==> src/rtl/csr_timer_array_pkg.sv <==
// Shared definitions for csr_timer_array: per-channel register offsets, CTRL field
// positions and the irq_id width helper.
package csr_timer_array_pkg;

  typedef enum logic [1:0] {
    REG_CTRL = 2'd0,
    REG_INIT = 2'd1,
    REG_VAL  = 2'd2,
    REG_CLR  = 2'd3
  } timer_reg_e;

  localparam int CTRL_EN_BIT       = 0;
  localparam int CTRL_PERIODIC_BIT = 1;
  localparam int CTRL_IE_BIT       = 2;
  localparam int CTRL_CHAIN_BIT    = 3;
  localparam int CTRL_PSC_LSB      = 8;
  localparam int PSC_W             = 8;
  localparam int CSR_DATA_W        = 32;
  localparam int CSR_NUM_W         = 14;

  // A single channel still needs a 1-bit id port.
  function automatic int id_width(input int n);
    return (n > 1) ? $clog2(n) : 1;
  endfunction

  function automatic logic merge_bit(input logic m, input logic v, input logic o);
    return m ? v : o;
  endfunction

endpackage

==> src/rtl/csr_timer_array_timer_channel.sv <==
// One timer channel: CTRL/INIT registers, prescaler, down-counter and pending bit.
// With TIMER_CASCADE_EN defined, channels with CHAIN_OK may tick from tick_in instead.
module csr_timer_array_timer_channel
  import csr_timer_array_pkg::*;
#(
  parameter int CNT_WIDTH = 32,
  parameter bit CHAIN_OK  = 1'b0
) (
  input  logic                  clk,
  input  logic                  resetn,
  input  logic                  freeze,
  input  logic                  wr_ctrl,
  input  logic                  wr_init,
  input  logic                  wr_clr,
  input  logic [31:0]           wmask,
  input  logic [31:0]           wvalue,
  input  logic                  tick_in,
  output logic [31:0]           ctrl_rd,
  output logic [CNT_WIDTH-1:0]  init_rd,
  output logic [CNT_WIDTH-1:0]  cnt_rd,
  output logic                  pending,
  output logic                  irq,
  output logic                  underflow_out
);

  localparam logic [CNT_WIDTH-1:0] IDLE = '1;

  logic                 en;
  logic                 periodic;
  logic                 ie;
  logic                 chain;
  logic [PSC_W-1:0]     psc;
  logic [PSC_W-1:0]     psc_cnt;
  logic [CNT_WIDTH-1:0] init;
  logic [CNT_WIDTH-1:0] cnt;

  logic                 en_new;
  logic [PSC_W-1:0]     psc_new;
  logic [CNT_WIDTH-1:0] init_new;
  logic                 load;
  logic                 running;
  logic                 psc_hit;
  logic                 tick;
  logic                 clr;

  assign ctrl_rd = {16'b0, psc, 4'b0, chain, ie, periodic, en};
  assign init_rd = init;
  assign cnt_rd  = cnt;
  assign irq     = pending & ie;

  assign en_new   = merge_bit(wmask[CTRL_EN_BIT], wvalue[CTRL_EN_BIT], en);
  assign psc_new  = (wmask[CTRL_PSC_LSB +: PSC_W] & wvalue[CTRL_PSC_LSB +: PSC_W]) |
                    (~wmask[CTRL_PSC_LSB +: PSC_W] & psc);
  assign init_new = (wmask[CNT_WIDTH-1:0] & wvalue[CNT_WIDTH-1:0]) |
                    (~wmask[CNT_WIDTH-1:0] & init);

  // An all-ones count marks a finished one-shot channel that waits for a reload.
  assign running = en && (cnt != IDLE);
  assign psc_hit = (psc_cnt == psc);
  assign load    = wr_ctrl & en_new;
  assign tick    = chain ? (running & tick_in) : (running & ~freeze & psc_hit);
  assign clr     = wr_clr & wmask[0] & wvalue[0];

  assign underflow_out = tick & ~load & (cnt == '0);

  always_ff @(posedge clk or negedge resetn) begin
    if (!resetn) begin
      en       <= 1'b0;
      periodic <= 1'b0;
      ie       <= 1'b0;
      psc      <= '0;
      init     <= '0;
    end else begin
      if (wr_ctrl) begin
        en       <= en_new;
        periodic <= merge_bit(wmask[CTRL_PERIODIC_BIT], wvalue[CTRL_PERIODIC_BIT], periodic);
        ie       <= merge_bit(wmask[CTRL_IE_BIT], wvalue[CTRL_IE_BIT], ie);
        psc      <= psc_new;
      end
      if (wr_init) begin
        init <= init_new;
      end
    end
  end

`ifdef TIMER_CASCADE_EN
  always_ff @(posedge clk or negedge resetn) begin
    if (!resetn) begin
      chain <= 1'b0;
    end else if (wr_ctrl && CHAIN_OK) begin
      chain <= merge_bit(wmask[CTRL_CHAIN_BIT], wvalue[CTRL_CHAIN_BIT], chain);
    end
  end
`else
  logic unused_cascade;
  assign chain          = 1'b0;
  assign unused_cascade = tick_in | CHAIN_OK;
`endif

  // A load restarts the channel and wins over a tick landing on the same edge.
  always_ff @(posedge clk or negedge resetn) begin
    if (!resetn) begin
      cnt     <= IDLE;
      psc_cnt <= '0;
    end else if (load) begin
      cnt     <= init;
      psc_cnt <= '0;
    end else begin
      if (running && !freeze && !chain) begin
        psc_cnt <= psc_hit ? '0 : psc_cnt + 8'd1;
      end
      if (tick) begin
        if (cnt != '0) begin
          cnt <= cnt - CNT_WIDTH'(1);
        end else begin
          cnt <= periodic ? init : IDLE;
        end
      end
    end
  end

  always_ff @(posedge clk or negedge resetn) begin
    if (!resetn) begin
      pending <= 1'b0;
    end else if (underflow_out) begin
      pending <= 1'b1;
    end else if (clr) begin
      pending <= 1'b0;
    end
  end

endmodule

==> src/rtl/csr_timer_array.sv <==
// Multi-channel CSR timer block: address decode, read mux, channel array and
// fixed-priority interrupt encoder. Optional channel chaining under TIMER_CASCADE_EN.
module csr_timer_array
  import csr_timer_array_pkg::*;
#(
  parameter int          NUM_TIMERS = 2,
  parameter int          CNT_WIDTH  = 32,
  parameter logic [13:0] CSR_BASE   = 14'h60,
  localparam int         ID_W       = id_width(NUM_TIMERS)
) (
  input  logic                  clk,
  input  logic                  resetn,
  input  logic                  csr_re,
  input  logic [13:0]           csr_num,
  output logic [31:0]           csr_rvalue,
  input  logic                  csr_we,
  input  logic [31:0]           csr_wmask,
  input  logic [31:0]           csr_wvalue,
  input  logic                  freeze,
  output logic [NUM_TIMERS-1:0] timer_irq,
  output logic                  irq_any,
  output logic [ID_W-1:0]       irq_id
);

  logic [13:0]           off;
  logic                  in_range;
  timer_reg_e            reg_sel;
  logic [NUM_TIMERS-1:0] ch_sel;
  logic [NUM_TIMERS-1:0] wr_ctrl;
  logic [NUM_TIMERS-1:0] wr_init;
  logic [NUM_TIMERS-1:0] wr_clr;
  logic [NUM_TIMERS-1:0] pending;
  logic [NUM_TIMERS:0]   uf_chain;
  logic [31:0]           ctrl_rd [NUM_TIMERS];
  logic [CNT_WIDTH-1:0]  init_rd [NUM_TIMERS];
  logic [CNT_WIDTH-1:0]  cnt_rd  [NUM_TIMERS];
  logic                  unused_inputs;

  // Numbers below the base wrap to large offsets, so one compare covers both ends.
  assign off      = csr_num - CSR_BASE;
  assign in_range = (off < 14'(4 * NUM_TIMERS));
  assign reg_sel  = timer_reg_e'(off[1:0]);

  assign uf_chain[0]   = 1'b0;
  assign unused_inputs = ^{csr_re, uf_chain[NUM_TIMERS]};

  generate
    for (genvar i = 0; i < NUM_TIMERS; i++) begin : g_ch
      assign ch_sel[i]  = in_range && (off[13:2] == 12'(i));
      assign wr_ctrl[i] = csr_we & ch_sel[i] & (reg_sel == REG_CTRL);
      assign wr_init[i] = csr_we & ch_sel[i] & (reg_sel == REG_INIT);
      assign wr_clr[i]  = csr_we & ch_sel[i] & (reg_sel == REG_CLR);

      csr_timer_array_timer_channel #(
        .CNT_WIDTH (CNT_WIDTH),
        .CHAIN_OK  (i > 0)
      ) u_ch (
        .clk           (clk),
        .resetn        (resetn),
        .freeze        (freeze),
        .wr_ctrl       (wr_ctrl[i]),
        .wr_init       (wr_init[i]),
        .wr_clr        (wr_clr[i]),
        .wmask         (csr_wmask),
        .wvalue        (csr_wvalue),
        .tick_in       (uf_chain[i]),
        .ctrl_rd       (ctrl_rd[i]),
        .init_rd       (init_rd[i]),
        .cnt_rd        (cnt_rd[i]),
        .pending       (pending[i]),
        .irq           (timer_irq[i]),
        .underflow_out (uf_chain[i+1])
      );
    end
  endgenerate

  always_comb begin
    csr_rvalue = '0;
    for (int i = 0; i < NUM_TIMERS; i++) begin
      if (ch_sel[i]) begin
        case (reg_sel)
          REG_CTRL: csr_rvalue = ctrl_rd[i];
          REG_INIT: csr_rvalue = 32'(init_rd[i]);
          REG_VAL:  csr_rvalue = 32'(cnt_rd[i]);
          REG_CLR:  csr_rvalue = {31'b0, pending[i]};
          default:  csr_rvalue = '0;
        endcase
      end
    end
  end

  assign irq_any = |timer_irq;

  // Scanning downwards lets the lowest set index win.
  always_comb begin
    irq_id = '0;
    for (int i = NUM_TIMERS - 1; i >= 0; i--) begin
      if (timer_irq[i]) begin
        irq_id = ID_W'(i);
      end
    end
  end

endmodule

==> config.mk <==
export PLATFORM = sky130hd
export DESIGN_NAME = csr_timer_array
export DESIGN_NICKNAME = d
export VERILOG_FILES = /design/src/rtl/csr_timer_array_pkg.sv /design/src/rtl/csr_timer_array_timer_channel.sv /design/src/rtl/csr_timer_array.sv
export SDC_FILE = /design/constraint.sdc
export NUM_CORES = 1
export LEC_CHECK = 0
export CORE_MARGIN = 5
export CORE_UTILIZATION = 50
export DETAILED_ROUTE_END_ITERATION = 16
export HOLD_SLACK_MARGIN = 0.12
export PLACE_DENSITY_LB_ADDON = 0.12
export SYNTH_ARGS = -nofsm -noshare
export SYNTH_HDL_FRONTEND = slang
export SYNTH_SLANG_ARGS = --single-unit
==> constraint.sdc <==
create_clock -name clk -period 4.9 [get_ports clk]
set_clock_uncertainty 0.15 [all_clocks]
set_input_delay 0.98 -clock clk [delete_from_list [all_inputs] [get_ports clk]]
set_output_delay 0.98 -clock clk [all_outputs]
set_load 0.01 [all_outputs]
-- Yosys cells after proc, flatten, opt, wreduce, memory -nomap -nowiden
Index checks and enable logic that the tools add are counted.
- register bits after elaboration: 168
- bits of input ports: 83
- output and inout port bits: 36
- logic and storage cells: 119
- add/subtract/negate cells: 5
- order comparisons: 1
- equality and inequality tests: 8
- mux-type cells: 26
- bitwise logic cells: 39
- reductions and logical operators: 24
- operators by type and width (kind ; number):
    $mux W32 ; 10
    $pmux W32 S4 ; 2
    $and A32 B32 Y32 ; 3
    $logic_not A32 Y1 ; 2
    $ne A32 B32 Y1 const B ; 2
    $or A32 B32 Y32 ; 2
    $reduce_bool A32 Y1 ; 2
    $sub A32 B1 Y32 const B ; 2
    $mux W8 ; 6
    $not A32 Y32 ; 1
    $and A1 B1 Y1 ; 24
    $and A8 B8 Y8 ; 3
    $add A8 B1 Y8 const B ; 2
    $eq A8 B8 Y1 ; 2
    $or A8 B8 Y8 ; 2
    $lt A14 B4 Y1 const B ; 1
    $sub A14 B7 Y14 const B ; 1
    $eq A12 B1 Y1 const B ; 1
    $logic_not A12 Y1 ; 1
    $reduce_bool A2 Y1 ; 6
    $mux W1 ; 8
    $not A8 Y8 ; 1
    $reduce_and A2 Y1 ; 4
    $logic_and A1 B1 Y1 ; 6
    6 further kinds ; 9

-- Depth between registers and ports, before layout
Gate-level depths: netlist of run 1.
- depth in word-level cells: 10
- depth in mapped cells: 10
- mapped depth without buffers: 8

-- By module
Synthesis of run 1 repeated with hierarchy kept, for this count alone.
- cells, all modules: 1318
- area total of the unflattened synthesis: 12426.9 um2
- by module, submodules not included (module ; instances ; cells each ; area an instance (um2) ; sequential area each (um2)):
    csr_timer_array_timer_channel (g_ch[1].u_ch) ; 1 ; 538 ; 5018.6 ; 2142.1
    csr_timer_array_timer_channel (g_ch[0].u_ch) ; 1 ; 533 ; 4924.7 ; 2142.1
    csr_timer_array ; 1 ; 247 ; 2483.6 ; 0.0

-- Worst setup path before layout of run 1
OpenSTA, ideal clock, no wires.
- kind: input to output
- start point: input csr_num[5]
- end point: output csr_rvalue[16]
- arrival: 2.459 ns
- slack: 1.311 ns
- stages: 6
- cells stage by stage: ha_1 -> nor4b_1 -> and3_1 -> nand3_1 -> clkbuf_1 -> o22ai_1
- longest elaborated chain between the ends: 5
- elaborated cells between the ends (all ways): 8
- those cells by class: add/sub: 1; order compare: 1; eq/ne: 1; mux: 2; reduce/logical: 3
- ends and longest elaborated chain (what ; line ; RTL):
    from (decl) ; csr_timer_array.sv:14 ; input logic [13:0] csr_num,
    $sub A14 B7 Y14 (*) ; csr_timer_array.sv:40 ; assign off = csr_num - CSR_BASE;
    $lt A14 B4 Y1 or $logic_not A12 Y1 (tied branches) ; csr_timer_array.sv:41, csr_timer_array.sv:49 ;
    $logic_and A1 B1 Y1 ; csr_timer_array.sv:49 ; assign ch_sel[i] = in_range && (off[13:2] == 12'(i));
    $mux W32 ; csr_timer_array.sv:80 ; if (ch_sel[i]) begin
    $mux W32 (*) ; csr_timer_array.sv:80 ;
    to (decl) ; csr_timer_array.sv:15 ; output logic [31:0] csr_rvalue,
Mark *: on every way between the ends. The rest lies on a longest branch, timed or not.

-- Worst setup path in the final report of run 1
- start point: input csr_num[6]
- end point: output csr_rvalue[1]
The elaborated chain is that of the path after synthesis.

==> impl_metrics.yaml, run 1 <==
run_status:
  status: "finished, final reports clean"
clock_network:
  clkSinkCount: 168
  clk_pin_slew_ns: 0.07
  clockBufferDepth: 2
  h-tree-depth: 4
  cts_tree: "built"
  clk_latency_ns: 0.45
  ctsRootBufferMaster: "clkbuf_16"
  postCtsHoldBufs: 0
  numCtsBuffers: 17
setup_path:
  critPathLaunchType: "input port"
  end_kind: "output port"
  critPathMaxFanout: 11
  crit_arrival_ns: 3.60
  crit_required_ns: 3.77
  crit_start: "csr_num[6]"
  path_cells: "clkdlybuf4s50_1 > ha_1 > nor4bb_1 > or3_1 > nand2_2 > a211oi_1 > clkdlybuf4s50_1"
  slowest_stage: "clkdlybuf4s50_1"
  critical-path-max-stage-delay_ns: 0.62
  critPathMostFrequentCell: "clkdlybuf4s50_1"
  regToRegStartpoint: "g_ch[0].u_ch.cnt_rd[24]$_DFFE_PN1P_"
  reg2reg_depth: 6
  worstSetupPathType: "in -> out"
global_routing:
  overflow: 0
  grt_use_total_pct: 29.5
  grt_max_degree: 110
  first_global_vias: 9589
  grt_antenna_before_repair: 0
  grt_first_pass_wirelength_um: 55900
worst_hold_path:
  worst_hold_path_type: "reg -> reg"
  holdPathStages: 1
logic_synthesis:
  async_flop_share_pct: 100
  syn-num-nets: 1279
  synthCells: 1187
  ys_seq_area_share_pct: 40.2
  ys_seq_elements: 168
  synth-edff-count: 0
  synth.cell_area_mm2: 0.0106
  syn_area_per_cell_um2: 8.97
  yosys_most_used_dff: "dfrtp_1"
  ys_warn_count: 0
  synth.distinct_cells: 64
drt:
  wl_per_cell_um: 22.8
  via_count: 10000
  vias_per_cell: 6.45
  drt_first_pass_iters: 7
  initialDrtViolationCount: 960
  wl_um: 35500
  drc: 0
  ant_nets: 0
job:
  maxCapViolCount: 0
floorplan:
  ios: 119
  core_area_mm2: 0.0210
  rows: 53
  die_w_um: 156
  initial_core_util_pct: 50.6
  fp.dieH_um: 156
  die_area_mm2: 0.0243
power:
  power_w: 0.00424
  ir_drop_mv: 0.241
  p_per_area_mw_per_mm2: 333
  p_leak_nw: 5.11
place:
  portBuffers: 117
  dp_hpwl_um: 25800
  globalplace.congestion: 0.926
  dp_slack_ns: 0.117
  place_inst: 1522
layout:
  final_cell_mix: "nor2_1, nand2_1, clkdlybuf4s50_1"
  final_common_cell: "nor2_1"
  antenna_cells: 0
  area_growth_pct: 19.5
  drive_above_1_share_pct: 19.3
  fin_nets: 1358
  final_cells: 1554
timing:
  tns_ns: 0
  fin_crit_ns: 4.73
  tightest_slew_ns: 1.14
  slew_headroom_pct: 24.2
  fmax_ghz: 0.211
  rsz0062_at_grt: "false"
  hold_viol: 0
  fin_ws_ns: 0.170
  setup_viol: 0
  finalCritPeriodShare_pct: 96.5
  slew_violations: 0
worst paths after layout:
| path | endpoint | slack, ns |
|---|---|---|
| setup / recovery | csr_rvalue[1] | 0.17 |
| hold / removal | g_ch[0].u_ch.cnt_rd[30]$_DFFE_PN1P_ | 0.37 |
| setup reg to reg | g_ch[0].u_ch.cnt_rd[16]$_DFFE_PN1P_ | 1.41 |
| hold reg to reg | g_ch[0].u_ch.cnt_rd[30]$_DFFE_PN1P_ | 0.37 |
| max in group asynchronous | g_ch[1].u_ch.cnt_rd[6]$_DFFE_PN1P_ | 3.12 |
| min in group asynchronous | asynchronous set/reset pin | 0.53 |
through the flow:
| step | utilization, % | hold WS (ns) | area [um2] |
|---|---|---|---|
| 2_1_floorplan | - | 0.326 | 10600 |
| 3_3_place_gp | 57.5 | 0.364 | 12100 |
| 3_5_place_dp | 57.5 | 0.362 | 12100 |
| 4_1_cts | 60.5 | 0.379 | 12700 |
| 5_1_grt | 60.5 | 0.398 | 12700 |
| 6_report | 60.5 | 0.371 | 12700 |
cells in the mapped netlist, types with 4 or more instances:
library cell	n	share of area, %
a22oi_1	42	3.0
o31ai_1	6	0.42
nor2_1	141	5.0
nand2_1	131	4.6
a31oi_1	5	0.29
xnor2_1	15	1.2
a211oi_1	38	2.7
buf_2	15	0.71
nor4_1	25	1.5
or3_1	10	0.59
or4_1	7	0.49
a21oi_1	60	2.8
nand2b_1	5	0.29
o32ai_1	8	0.66
clkbuf_1	65	2.3
dfstp_2	64	16
xor2_1	23	1.9
buf_4	4	0.28
nor4b_1	7	0.58
o311ai_0	9	0.74
inv_1	13	0.46
buf_6	4	0.42
o2bb2ai_1	6	0.49
and3_1	11	0.65
o21a_1	10	0.71
buf_1	4	0.14
dfrtp_1	104	24
or2_2	6	0.35
nor3b_1	5	0.35
o22ai_1	34	2.0
nor3_1	35	1.6
o21ai_0	29	1.4
o221a_2	4	0.42
mux2_2	86	9.1
o41ai_1	6	0.49
nand4_1	37	2.2
mux2i_1	23	2.2
and2_1	4	0.24
nand3_1	33	1.6
ha_1	9	1.1
cell families after synthesis:
| family | synth area share [%] |
|---|---|
| adder cells (fa/ha/maj) | 1.06 |
| XOR/XNOR | 3.13 |
| flip-flops | 40.2 |
| buffers and inverters | 4.30 |
| AND/OR/NAND/NOR | 22.0 |
| multiplexers | 11.7 |
| AO/OA/AOI/OAI | 17.6 |
cell type report:
cell class	instances	area, um2
clock buffer	17	425
clock inverter	15	200
fill	1788	8300
inverter	13	48.8
multi-input combinational	914	5940
sequential	168	4280
tap	275	344
timing repair buffer	152	1490
worst max-delay path: cells and delay by family:
family	cells	cell delay, ns
AOI/OAI and AO/OA	1	0.38
and+or+nand+nor	3	0.93
buffers and inverters	2	1.12
adders and majority gates	1	0.18
what timing repair did:
action / in CTS / in global routing
setup buffers: 0 / 0
endpoints found under the hold margin: 0 / 0
endpoints found under the setup margin: 0 / 9
gates resized for setup: 0 / 1
where the power goes:
part           switching (W)  internal (W)  total (W)
logic               0.000549      0.000388   0.000937
clock network       0.000666      0.000784    0.00145
registers           0.000258       0.00159    0.00185
routing by layer:
layer | global-route usage [%] | share of wire (%)
met1 | 40.9 | 43
met2 | 46.6 | 46
met3 | 5.52 | 7.9
met4 | 10.3 | 3.5
met5 | 0 | 0
(Power assumes the default switching activity.)
==> run 2, diff against run 1 <==
--- a/config.mk
+++ b/config.mk
@@ -8,6 +8,7 @@
 export CORE_MARGIN = 5
 export CORE_UTILIZATION = 50
 export DETAILED_ROUTE_END_ITERATION = 16
+export GPL_ROUTABILITY_DRIVEN = 0
 export HOLD_SLACK_MARGIN = 0.12
 export PLACE_DENSITY_LB_ADDON = 0.12
 export SYNTH_ARGS = -nofsm -noshare
==> impl_metrics.yaml, run 2 (synthesized netlist as in run 1, its figures left out) <==
layout:
  antenna_cells: 0
  fin_nets: 1361
  drive_above_1_share_pct: 19.3
  regArea_mm2: 0.00428
  final_cell_mix: "nor2_1, nand2_1, clkdlybuf4s50_1"
  final_common_cell: "nor2_1"
  fill_cells: 1822
  multiInputGateArea_mm2: 0.00594
  area_growth_pct: 19.4
setup_path:
  regToRegStartpoint: "g_ch[0].u_ch.cnt_rd[18]$_DFFE_PN1P_"
  r2r_setup_slack_ns: 1.57
  reg2reg_depth: 5
  critPathLaunchType: "input port"
  critPathMaxFanout: 22
  crit_start: "csr_num[6]"
  end_kind: "output port"
  reg2reg_to: "g_ch[0].u_ch.cnt_rd[31]$_DFFE_PN1P_"
  crit_required_ns: 3.77
  cp-endpoint: "csr_rvalue[19]"
  worstSetupPathType: "in -> out"
  crit_arrival_ns: 3.67
drt:
  wl_per_cell_um: 23.2
  via_count: 10000
  initialDrtViolationCount: 904
  drc: 0
  drt_first_pass_iters: 7
  vias_per_cell: 6.43
  wl_um: 36100
  ant_nets: 0
floorplan:
  ios: 119
  fp.dieH_um: 156
  rows: 53
  die_area_mm2: 0.0243
  die_w_um: 156
  initial_core_util_pct: 50.6
  core_area_mm2: 0.0210
global_routing:
  overflow: 0
  grt_use_total_pct: 29.7
  grt_max_degree: 86
  grt_first_pass_wirelength_um: 56600
  grt_antenna_before_repair: 0
  first_global_vias: 9865
power:
  p_per_area_mw_per_mm2: 327
  p_leak_nw: 5.09
  ir_drop_mv: 0.211
timing:
  slew_violations: 0
  finalCritPeriodShare_pct: 98.1
  fmax_ghz: 0.208
  tightest_slew_ns: 1.17
  setup_viol: 0
  tns_ns: 0
  fin_crit_ns: 4.80
  slew_headroom_pct: 22.2
  rsz0062_at_grt: "false"
  hold_viol: 0
  fin_ws_ns: 0.0950
clock_network:
  h-tree-depth: 4
  cts_tree: "built"
  clk_pin_slew_ns: 0.06
  clockBufferDepth: 2
  clk_latency_ns: 0.43
  clkSinkCount: 168
  postCtsHoldBufs: 0
  ctsRootBufferMaster: "clkbuf_16"
  numCtsBuffers: 17
worst_hold_path:
  worst_hold_path_type: "reg -> reg"
place:
  dp_hpwl_um: 26200
  portBuffers: 117
  dp_slack_ns: 0.0418
job:
  maxCapViolCount: 0
run_status:
  status: "finished, final reports clean"
## run 2: changes by cell type in the layout (fill, tap and decap cells not counted)
| cell | change |
|---|---|
| or3_1 | -1 |
| or3_4 | +1 |
| inv_6 | -1 |
| clkinv_8 | -2 |
| buf_4 | +3 |
| clkinv_4 | +2 |
| clkinvlp_4 | +3 |
| clkbuf_1 | +2 |
| inv_8 | -5 |
| clkinv_1 | +1 |
## run 2: final cells by class
cell class / instances / area share (%)
Sequential cell: 168 / 33.7
Timing Repair Buffer: 155 / 11.9
Clock inverter: 13 / 1.15
Inverter: 13 / 0.384
Multi-Input combinational cell: 914 / 46.8
Clock buffer: 19 / 3.41
Tap cell: 275 / 2.71
## run 2: per-layer routing
metal | routed length, um | part of all wire [%] | global-route usage (%)
met4 | 1320 | 3.7 | 10.9
met1 | 15200 | 42 | 41.1
met3 | 2920 | 8.1 | 5.10
met5 | 0 | 0 | 0
met2 | 16700 | 46 | 47.1
## run 2: worst min-delay path by stage
stage / slack, ns / depth (start not counted) / startpoint / endpoint
after detailed placement: 0.37 / 1 / register / g_ch[1].u_ch.cnt_rd[30]$_DFFE_PN1P_
after global placement: 0.36 / 1 / register / g_ch[0].u_ch.cnt_rd[30]$_DFFE_PN1P_
after global routing: 0.41 / 1 / register / g_ch[0].u_ch.cnt_rd[30]$_DFFE_PN1P_
final: 0.39 / 1 / register / g_ch[0].u_ch.cnt_rd[30]$_DFFE_PN1P_
after floorplan: 0.33 / 1 / register / g_ch[1].u_ch.cnt_rd[30]$_DFFE_PN1P_
after CTS: 0.39 / 1 / g_ch[1].u_ch.ie$_DFFE_PN0P_ / g_ch[1].u_ch.ie$_DFFE_PN0P_
## run 2: repair_timing
action	in CTS	in global routing
buffers inserted	0	0
resized for setup	0	2
setup endpoints to repair	0	12
## run 2: worst max-delay path, cell delays in order
cell and delay [ns]:
clkdlybuf4s50_1 0.52, ha_1 0.25, nor4b_1 0.25, buf_4 0.19, and3_1 0.25, nand3_1 0.10, buf_4 0.23, o22ai_1 0.29
clkdlybuf4s50_1 0.60
## run 2: metrics by stage
stage	power (W)	util, %	cells	hold WS (ns)	instance area (um2)
final	0.00415	60.4	1557	0.393	12700
after global routing	0.00434	60.4	1557	0.414	12700
after CTS	0.00414	60.4	1557	0.391	12700
after detailed placement	0.00280	57.7	1525	0.375	12100
after global placement	0.00277	57.7	1525	0.361	12100
after floorplan	0.00239	-	1187	0.326	10600
## run 2: report_power, final
part | total, W | internal [W] | switching (W) | leakage [nW]
clock network | 0.00135 | 0.000756 | 0.000590 | 0.268
registers | 0.00186 | 0.00159 | 0.000264 | 2.10
logic | 0.000948 | 0.000390 | 0.000558 | 2.72
==> run 3, diff against run 2 <==
--- a/config.mk
+++ b/config.mk
@@ -5,12 +5,15 @@
 export SDC_FILE = /design/constraint.sdc
 export NUM_CORES = 1
 export LEC_CHECK = 0
+export CAP_MARGIN = 20
 export CORE_MARGIN = 5
 export CORE_UTILIZATION = 50
 export DETAILED_ROUTE_END_ITERATION = 16
 export GPL_ROUTABILITY_DRIVEN = 0
 export HOLD_SLACK_MARGIN = 0.12
 export PLACE_DENSITY_LB_ADDON = 0.12
+export REMOVE_ABC_BUFFERS = 1
 export SYNTH_ARGS = -nofsm -noshare
 export SYNTH_HDL_FRONTEND = slang
+export SYNTH_HIERARCHICAL = 1
 export SYNTH_SLANG_ARGS = --single-unit
==> impl_metrics.yaml, run 3 <==
drt:
  via_count: 10900
  vias_per_cell: 6.26
  drc: 0
  wl_um: 39500
  initialDrtViolationCount: 1157
  wl_per_cell_um: 22.7
  ant_nets: 0
  drt_first_pass_iters: 9
logic_synthesis:
  ys_warn_count: 6
  synth.cell_area_mm2: 0.0124
  syn_area_per_cell_um2: 9.43
  synthCells: 1317
clock_network:
  postCtsHoldBufs: 0
  numCtsBuffers: 17
  clk_latency_ns: 0.44
  clockBufferDepth: 2
  cts_tree: "built"
  cts-resized-gates: 0
  ctsRootBufferMaster: "clkbuf_16"
  postCtsSetupRepairBufs: 0
  h-tree-depth: 4
  clk_pin_slew_ns: 0.07
  clkSinkCount: 168
run_status:
  status: "finished, final reports clean"
worst_hold_path:
  holdPathStages: 2
  worst_hold_path_type: "reg -> reg"
  worstHoldEndpoint: "g_ch[1].u_ch/cnt_rd[31]$_DFFE_PN1P_"
place:
  dp_hpwl_um: 28500
  place_inst: 1706
  portBuffers: 117
setup_path:
  critPathTopFamily: "buffers and inverters"
  reg2reg_to: "g_ch[1].u_ch/cnt_rd[16]$_DFFE_PN1P_"
  critical-path-max-stage-delay_ns: 0.56
  regToRegStartpoint: "g_ch[1].u_ch/cnt_rd[0]$_DFFE_PN1P_"
  path_buf_inv: 3
  critPathLaunchType: "input port"
  crit_start: "csr_num[6]"
  worstSetupPathType: "in -> out"
  critPathMaxFanout: 18
  crit_required_ns: 3.77
  reg2reg_depth: 9
  path_cells: "clkdlybuf4s50_1 > ha_1 > nor4b_1 > nand3_2 > buf_4 > nor3_1 > clkdlybuf4s50_1"
  crit_arrival_ns: 3.26
  slowest_stage: "clkdlybuf4s50_1"
  end_kind: "output port"
  r2r_setup_slack_ns: 1.44
  critPathMostFrequentCell: "clkdlybuf4s50_1"
layout:
  area_growth_pct: 15.0
  fin_util_pct: 58.6
  fin_nets: 1493
  final_cells: 1738
  final_cell_mix: "nand2_1, clkdlybuf4s50_1, dfrtp_1"
  antenna_cells: 0
  final_common_cell: "nand2_1"
  drive_above_1_share_pct: 22.4
power:
  p_per_area_mw_per_mm2: 301
  ir_drop_mv: 0.285
  p_leak_nw: 5.70
job:
  maxCapViolCount: 0
floorplan:
  ios: 119
  fp.dieH_um: 168
  initial_core_util_pct: 50.9
  die_w_um: 168
  core_area_mm2: 0.0244
  die_area_mm2: 0.0281
  rows: 57
timing:
  fmax_ghz: 0.228
  finalCritPeriodShare_pct: 89.5
  rsz0062_at_grt: "false"
  setup_viol: 0
  fin_crit_ns: 4.39
  hold_viol: 0
  slew_violations: 0
  tightest_slew_ns: 0.999
  slew_headroom_pct: 32.8
global_routing:
  grt_first_pass_wirelength_um: 61200
  grt_use_total_pct: 27.4
  overflow: 0
  grt_max_degree: 105
  first_global_vias: 10600
  grt_antenna_before_repair: 1
## run 3: cell types whose count changed in the layout (fill, tap and decap cells not counted), sizes merged, moves of 13 or more
| cell | previous run | this run |
|---|---|---|
| a222oi | 0 | 19 |
| conb | 0 | 42 |
| nor3 | 36 | 83 |
| mux4 | 2 | 33 |
| xnor2 | 15 | 2 |
| nand2b | 5 | 65 |
| and3 | 11 | 25 |
| o21ai | 29 | 46 |
| mux2i | 23 | 66 |
| a22oi | 42 | 1 |
| a21oi | 61 | 26 |
| o22ai | 34 | 4 |
| nor2 | 141 | 97 |
| inv | 16 | 41 |
## run 3: area by class of cell
| cell class | instances | area (um2) |
|---|---|---|
| fillers | 2222 | 10100 |
| multi-input cells | 1017 | 7320 |
| flip-flops and latches | 168 | 4280 |
| repair buffers | 160 | 1530 |
| clock buffers | 20 | 467 |
| well taps | 324 | 405 |
| clock inverters | 12 | 139 |
| inverters | 37 | 139 |
## run 3: layer usage
metal | vias to the layer above | track usage (%) | part of all wire (%)
li1 | 4943 | - | -
met1 | 5368 | 37.4 | 42
met2 | 483 | 42.8 | 46
met3 | 76 | 7.52 | 8.9
met4 | 2 | 8.61 | 2.4
met5 | - | 0 | 0.033
## run 3: how the worst max path moves through the flow
stage                                          to  depth (start not counted)  slack [ns]
2_1_floorplan  g_ch[0].u_ch/cnt_rd[6]$_DFFE_PN1P_                          7       -1.63
3_3_place_gp                        csr_rvalue[0]                          7        0.49
3_5_place_dp                        csr_rvalue[0]                          7        0.48
4_1_cts                            csr_rvalue[31]                          7        0.46
5_1_grt                             csr_rvalue[7]                          7        0.31
6_report                            csr_rvalue[0]                          7        0.51
## run 3: per-stage QoR
step / total power, W / setup TNS (ns) / cell area [um2] / setup WS, ns / hold WS [ns]
2_1_floorplan: 0.00238 / -197.18 / 11700 / -1.63 / 0.309
3_3_place_gp: 0.00285 / 0 / 13700 / 0.495 / 0.331
3_5_place_dp: 0.00287 / 0 / 13700 / 0.480 / 0.346
4_1_cts: 0.00428 / 0 / 14300 / 0.459 / 0.356
5_1_grt: 0.00447 / 0 / 14300 / 0.311 / 0.387
6_report: 0.00429 / 0 / 14300 / 0.514 / 0.352
## run 3: worst min-delay path, delay by kind of cell, from the launching register on
| kind | cells | cell delay (ns) |
|---|---|---|
| compound gates | 1 | 0.05 |
| flops | 1 | 0.39 |
| buf+inv | 1 | 0.06 |
## run 3: power breakdown
part / switching [W] / internal (W) / total, W
clock network: 0.000613 / 0.000799 / 0.00141
registers: 0.000245 / 0.00157 / 0.00181
logic: 0.000648 / 0.000421 / 0.00107
total: 0.00151 / 0.00279 / 0.00429
